<file path="config.mk">
export PLATFORM = sky130hd
export DESIGN_NAME = timer_cmd_serializer
export DESIGN_NICKNAME = d
export VERILOG_FILES = /design/src/rtl/timer_cmd_serializer.sv
export SDC_FILE = /design/constraint.sdc
export NUM_CORES = 1
export LEC_CHECK = 0
export ABC_AREA = 1
export CAP_MARGIN = 30
export CORE_MARGIN = 2
export CORE_UTILIZATION = 45
export DETAILED_ROUTE_END_ITERATION = 8
export GPL_ROUTABILITY_DRIVEN = 1
export PLACE_DENSITY = 0.71
export SLEW_MARGIN = 20
export SYNTH_ARGS = -nofsm -noshare
export SYNTH_HDL_FRONTEND = slang
export SYNTH_SLANG_ARGS = --single-unit
export TNS_END_PERCENT = 50
</file>
<file path="constraint.sdc">
create_clock -name clk -period 5.4 [get_ports clk]
set_clock_uncertainty 0.15 [all_clocks]
set_input_delay 1.08 -clock clk [delete_from_list [all_inputs] [get_ports clk]]
set_output_delay 1.08 -clock clk [all_outputs]
set_load 0.05 [all_outputs]
</file>
<file path="src/rtl/timer_cmd_serializer.sv">
// timer_cmd_serializer
// Upstream command stage for the serial timer. It accepts a 4-bit delay on a
// valid/ready handshake and shifts the frame 1101,d3,d2,d1,d0 MSB-first onto
// ser_data. It then waits for timer_done and answers with a one-cycle
// timer_ack. A supervision counter raises a sticky err_timeout if done
// never arrives within the nominal duration plus TIMEOUT_MARGIN.
module timer_cmd_serializer #(
    parameter int TIMEOUT_MARGIN = 64,
    parameter int CNT_W          = 15
) (
    input  logic       clk,
    input  logic       reset_n,
    input  logic       req_valid,
    input  logic [3:0] req_delay,
    output logic       req_ready,
    output logic       ser_data,
    input  logic       timer_done,
    output logic       timer_ack,
    output logic       busy,
    output logic       err_timeout
);

    typedef enum logic [1:0] {
        ST_IDLE      = 2'd0,
        ST_SEND      = 2'd1,
        ST_WAIT_DONE = 2'd2,
        ST_ACK       = 2'd3
    } state_t;

    localparam logic [CNT_W-1:0] CYCLES_PER_UNIT = CNT_W'(32'd1000);
    localparam logic [CNT_W-1:0] MARGIN          = CNT_W'(TIMEOUT_MARGIN);
    localparam logic [CNT_W-1:0] CNT_ONE         = {{(CNT_W-1){1'b0}}, 1'b1};
    localparam logic [CNT_W-1:0] CNT_ZERO        = {CNT_W{1'b0}};

    state_t           state_r, state_s;
    logic [7:0]       shreg_r, shreg_s;
    logic [2:0]       bitcnt_r, bitcnt_s;
    logic [CNT_W-1:0] tocnt_r, tocnt_s;
    logic [CNT_W-1:0] limit_r, limit_s;
    logic [CNT_W-1:0] tocnt_inc_s;
    logic             err_r, err_s;

    // Timeout limit: (delay+1) thousand-cycle units plus the margin, kept at
    // CNT_W bits so the worst case (16000 + margin) fits without wrapping.
    function automatic logic [CNT_W-1:0] calc_limit(input logic [3:0] delay);
        logic [CNT_W-1:0] units;
        units = {{(CNT_W-4){1'b0}}, delay} + CNT_ONE;
        return (units * CYCLES_PER_UNIT) + MARGIN;
    endfunction

    // State and datapath registers; async reset returns everything to idle.
    always_ff @(posedge clk or negedge reset_n) begin
        if (!reset_n) begin
            state_r  <= ST_IDLE;
            shreg_r  <= 8'd0;
            bitcnt_r <= 3'd0;
            tocnt_r  <= CNT_ZERO;
            limit_r  <= CNT_ZERO;
            err_r    <= 1'b0;
        end else begin
            state_r  <= state_s;
            shreg_r  <= shreg_s;
            bitcnt_r <= bitcnt_s;
            tocnt_r  <= tocnt_s;
            limit_r  <= limit_s;
            err_r    <= err_s;
        end
    end

    // Next-state and next-datapath logic for the IDLE/SEND/WAIT_DONE/ACK flow.
    always_comb begin
        state_s     = state_r;
        shreg_s     = shreg_r;
        bitcnt_s    = bitcnt_r;
        tocnt_s     = tocnt_r;
        limit_s     = limit_r;
        err_s       = err_r;
        tocnt_inc_s = tocnt_r + CNT_ONE;

        case (state_r)
            ST_IDLE: begin
                if (req_valid) begin
                    shreg_s  = {4'b1101, req_delay};
                    bitcnt_s = 3'd7;
                    limit_s  = calc_limit(req_delay);
                    err_s    = 1'b0;
                    state_s  = ST_SEND;
                end else begin
                    state_s  = ST_IDLE;
                end
            end

            ST_SEND: begin
                // The last shift leaves shreg empty, so the line falls to 0
                // together with the move to WAIT_DONE.
                shreg_s = {shreg_r[6:0], 1'b0};
                if (bitcnt_r == 3'd0) begin
                    tocnt_s = CNT_ZERO;
                    state_s = ST_WAIT_DONE;
                end else begin
                    bitcnt_s = bitcnt_r - 3'd1;
                end
            end

            ST_WAIT_DONE: begin
                // done wins over a timeout that would expire on the same edge.
                if (timer_done) begin
                    state_s = ST_ACK;
                end else if (tocnt_inc_s == limit_r) begin
                    tocnt_s = tocnt_inc_s;
                    err_s   = 1'b1;
                    state_s = ST_IDLE;
                end else begin
                    tocnt_s = tocnt_inc_s;
                end
            end

            ST_ACK: begin
                state_s = ST_IDLE;
            end

            default: begin
                state_s = ST_IDLE;
            end
        endcase
    end

    // Outputs are decoded from registered state only, so async reset clears
    // ser_data, busy and timer_ack immediately.
    assign req_ready   = (state_r == ST_IDLE);
    assign busy        = (state_r != ST_IDLE);
    assign timer_ack   = (state_r == ST_ACK);
    assign ser_data    = (state_r == ST_SEND) & shreg_r[7];
    assign err_timeout = err_r;

endmodule

</file>
## Yosys cells after proc, flatten, opt, wreduce, memory -nomap -nowiden

Index checks and enable logic that the tools add are counted.

- Input bits: 8
- Register bits after elaboration: 44
- Output and inout bits: 5
- Logic and storage cells: 51

- Add/subtract/negate cells: 4
- Bitwise logic cells: 1
- Multipliers: 1
- Reductions and logical operators: 12
- Eq/ne operators: 10
- Multiplexer cells: 17

Operators by type and width:

| operator | number |
|---|---|
| $mux W15 | 2 |
| $pmux W15 S2 | 1 |
| $pmux W8 S2 | 1 |
| $add A15 B1 Y15 const B | 1 |
| $add A15 B7 Y15 const B | 1 |
| $eq A15 B15 Y1 | 1 |
| $mul A5 B7 Y12 const B | 1 |
| $ne A2 B2 Y1 const B | 5 |
| $mux W8 | 1 |
| $pmux W2 S4 | 1 |
| $reduce_bool A2 Y1 | 4 |
| $mux W2 | 3 |
| $mux W3 | 2 |
| $pmux W3 S2 | 1 |
| $reduce_and A2 Y1 | 3 |
| $reduce_and A3 Y1 | 2 |
| $add A4 B1 Y5 const B | 1 |
| $eq A2 B2 Y1 const B | 2 |
| $mux W1 | 4 |
| $reduce_and A4 Y1 | 1 |
| $logic_not A3 Y1 | 1 |
| $ne A3 B3 Y1 const B | 1 |
| $sub A3 B1 Y3 const B | 1 |
| $eq A2 B1 Y1 const B | 1 |
| 3 further kinds | 3 |

## Longest topological paths before layout

- Depth in word-level cells: 5
- Gate-level depth with buffers: 22
- Depth with buffers taken out: 22

## Worst setup path before layout

OpenSTA, ideal clock, no wires.

- Path type: input -> register
- Start point: input req_delay[0]
- End point: register limit_r[14]
- Library setup time: 0.119 ns
- Data arrival time: 4.749 ns
- Path buffers: 0
- Setup slack: 0.382 ns
- Stages: 18
- Path through: ha_1 > inv_1 > nor3_1 > fa_1 > fa_1 > inv_1 > fa_1 > inv_1 > ha_1 > a21oi_1 > nand2_1 > xnor2_1 > nor2_1 > nand2_1 > nor2_2 > nand3_1 > nand3_1 > nand2_1

- Cells in the longest elaborated chain, start to end: 3

Ends and longest elaborated chain:

| what | line | text |
|---|---|---|
| start, declared | 14 | `input logic [3:0] req_delay,` |
| $add A4 B1 Y5 | 47 | `units = {{(CNT_W-4){1'b0}}, delay} + CNT_ONE;` |
| $mul A5 B7 Y12 | 48 | `return (units * CYCLES_PER_UNIT) + MARGIN;` |
| $add A15 B7 Y15 | 48 |  |
| end signal, assigned | 65 | `limit_r <= limit_s;` |
| end, declared | 39 | `logic [CNT_W-1:0] limit_r, limit_s;` |

No other way between the ends.
A chain may end at the register's enable or synchronous reset.

## Worst setup path after layout

Same ends and word-level chain as after synthesis.

==> impl_metrics.toml <==
[timing]
maxSlewHeadroom_pct = 51.4
tightest_slew_ps = 726
fin_ws_ps = 312
finalSetupViolations = 0
period_needed_ps = 5090
hold_violations = 0
timing.fmax_mhz = 197
rsz0062_at_grt = "no"
period_share_pct = 94.2
setup_tns_ps = 0
drv_slew = 0

[cells_and_area]
antenna_cells = 0
finalNetCount = 512
fin_cells = 569
drive_gt1_share_pct = 11.5
area_growth_pct = 13.6
stdcell_area_sq_mm = 0.00370

[global_route]
grt_overflow = 0
grt_pass1_wl_um = 11900
antenna_found_initial = 0
grt_pass1_vias = 2700
grt_max_degree = 42
grt_usage_pct = 19.1

[placement]
place.gp.congestion = 0.813
dp_slack_ps = -95.8
post-place-cells = 560
io_buffers = 12
dpl-instance-area_sq_mm = 0.00357
hpwlAfterDp_um = 5410

[worst_setup_path]
cp_common_cell = "nand3_1"
slowest_stage = "clkdlybuf4s50_1"
cp_num_buf_inv = 5
cp_slowest_stage_delay_ps = 540
crit_chain = "clkdlybuf4s50_1 > buf_4 > nand3_1 > xor2_2 > fa_1 > fa_1 > inv_1 > fa_1 > inv_1 > ha_1 > buf_4 > xor2_2 > nand3_1 > nor2_1 > nand2_1 > nor2_2 > nand3_1 > nand3_1 > nand2_1"
timing.rr.start = "state_r[1]"
worst_ep_arrival_time_ps = 5120
reg2regPathDepth = 6
reg2reg_to = "shreg_r[1]"
worst-setup-path-type = "primary input to flip-flop"
worstSetupEndpointType = "flip-flop"
startpoint_type = "primary input"
cp.required_ps = 5430
cp_top_family = "adder cells"
cp_max_fo = 5
rrSetupSlack_ps = 2870

[yosys]
syn_area_sq_mm = 0.00326
yosysWarnings = 0
ys_seq_area_share_pct = 31.5
syn_nets = 484
synthCells = 441
synthDistinctLibCells = 34
synth-seq-cells = 41
synth_area_per_cell_sq_um = 7.39

[power]
finalPower_w = 0.00154
powerDensity_mw_per_mm2 = 416
worst_ir_drop_vdd_uv = 212
p_leak_nw = 1.88

[min_path]
hold_path_depth = 2
min_from = "err_timeout"
min_to = "err_timeout"
hp-class = "flip-flop to flip-flop"

[floorplan]
fp.dieH_um = 89.1
initial_core_util_pct = 45.7
num_io_pins = 13
core_sq_mm = 0.00714
die_area_sq_mm = 0.00794
die_x_um = 89.1
rows = 31

[routing]
final_antenna_net_count = 0
first_iter_violations = 139
vias = 2881
totalWireLength_um = 6890
via_per_inst = 5.06
drc = 0
wl_per_cell_um = 12.1
first_pass_iters = 4

[clocking]
cts_setup_buffers = 0
worstSkewPairLatency_ps = 300
htree_levels = 2
clock_path_buffers = 2
cts.sinks = 41
cts_tree = "built"
path_clk_slew_ps = 80
cts_root_buffer = "clkbuf_8"
ctsHoldBuffers = 0
numCtsBuffers = 5

[job]
max-cap-violations = 0

[run_status]
status = "complete, no violations"
[where the power goes]
group / internal [W] / switching, W
clock network: 0.0000896 / 0.000105
logic: 0.000329 / 0.000511
registers: 0.000419 / 0.0000854
total: 0.000838 / 0.000702
[area by class of cell]
class	count	area, sq um
clock inverter	2	10.0
clock buffer	6	72.6
fill	714	3430
multi-input combinational	318	1950
inverter	78	293
timing repair buffer	25	225
tap	99	124
sequential	41	1030
[synthesized netlist by cell type]
master | instances | share of area [%]
xor2_2 | 2 | 1.0
or2_2 | 1 | 0.19
dfrtp_1 | 41 | 31
clkbuf_1 | 2 | 0.23
a22o_1 | 1 | 0.27
o22ai_1 | 8 | 1.5
nand4_1 | 6 | 1.2
o21ai_0 | 16 | 2.5
nand2_2 | 6 | 1.2
o31ai_1 | 1 | 0.23
o21ai_1 | 2 | 0.31
a22oi_1 | 5 | 1.2
xnor2_1 | 3 | 0.81
inv_2 | 4 | 0.46
clkinv_1 | 2 | 0.23
a21oi_1 | 12 | 1.8
nand3_1 | 39 | 6.0
nor2_1 | 26 | 3.0
nand3b_1 | 7 | 1.6
ha_1 | 25 | 9.6
nor3_1 | 2 | 0.31
o211ai_1 | 1 | 0.23
o221ai_1 | 1 | 0.27
a31oi_1 | 1 | 0.19
nor2_4 | 4 | 1.4
or2_1 | 1 | 0.19
nor2_2 | 6 | 1.2
fa_1 | 10 | 6.1
inv_1 | 72 | 8.3
nand3_2 | 3 | 0.92
xor2_1 | 6 | 1.6
buf_2 | 2 | 0.31
o21ai_2 | 1 | 0.27
nand2_1 | 122 | 14
[worst max-delay path by stage]
stage | from | endpoint | slack (ps) | cells after the start
2_1_floorplan | req_delay[0] | limit_r[14] | 380 | 18
6_report | req_delay[0] | limit_r[14] | 310 | 19
3_5_place_dp | req_delay[0] | limit_r[14] | -100 | 19
3_3_place_gp | req_delay[0] | limit_r[14] | 40 | 19
4_1_cts | req_delay[0] | limit_r[14] | 220 | 19
5_1_grt | req_delay[0] | limit_r[14] | 7 | 21
[stage by stage]
step / hold slack [ps] / util, %
floorplan: 300 / -
global placement: 308 / 50.0
detailed placement: 316 / 50.0
CTS: 335 / 51.2
global route: 344 / 51.9
finish: 330 / 51.9
[worst min-delay path, delay by kind of cell, from the launching register on]
kind,cells,cell delay (ps)
flip-flops,1,350
AND/OR/NAND/NOR,2,100
[metal layers]
layer	track usage, %	vias to the layer above	wire (um)
met5	0	-	0
li1	-	1458	-
met4	7.33	0	133
met3	2.22	10	240
met2	32.0	43	3370
met1	25.3	1370	3140
[cells by family after synthesis]
logic type	after synthesis	synth area share, %
adder cells (fa/ha/maj)	35	15.7
XOR/XNOR	11	3.42
flip-flops	41	31.5
AO/OA/AOI/OAI	49	8.75
AND/OR/NAND/NOR	223	31.1
buffers and inverters	82	9.52
[sequential cells by signal, indices dropped and copies added (netlist names)]
register and cells:
tocnt_r 15, shreg_r 8, limit_r 12, bitcnt_r 3, err_timeout 1, state_r 2
[repair_timing]
item,4_1_cts,5_1_grt
resized for setup,0,6
setup endpoints to repair,0,3
endpoints found under the hold margin,0,0
[cell usage in the layout (no fill, tap or decap), drive strengths merged, types with 2 or more instances in the layout]
| cell | netlist | layout |
|---|---|---|
| a21oi | 12 | 12 |
| a22oi | 5 | 5 |
| buf | 2 | 14 |
| clkbuf | 2 | 6 |
| clkdlybuf4s50 | 0 | 11 |
| clkinv | 2 | 4 |
| dfrtp | 41 | 41 |
| fa | 10 | 10 |
| ha | 25 | 25 |
| inv | 76 | 76 |
| nand2 | 128 | 128 |
| nand3 | 42 | 42 |
| nand3b | 7 | 7 |
| nand4 | 6 | 6 |
| nor2 | 36 | 36 |
| nor3 | 2 | 2 |
| o21ai | 19 | 19 |
| o22ai | 8 | 8 |
| or2 | 2 | 2 |
| xnor2 | 3 | 3 |
| xor2 | 8 | 8 |
Note: power is estimated with default switching activity, not from simulation.
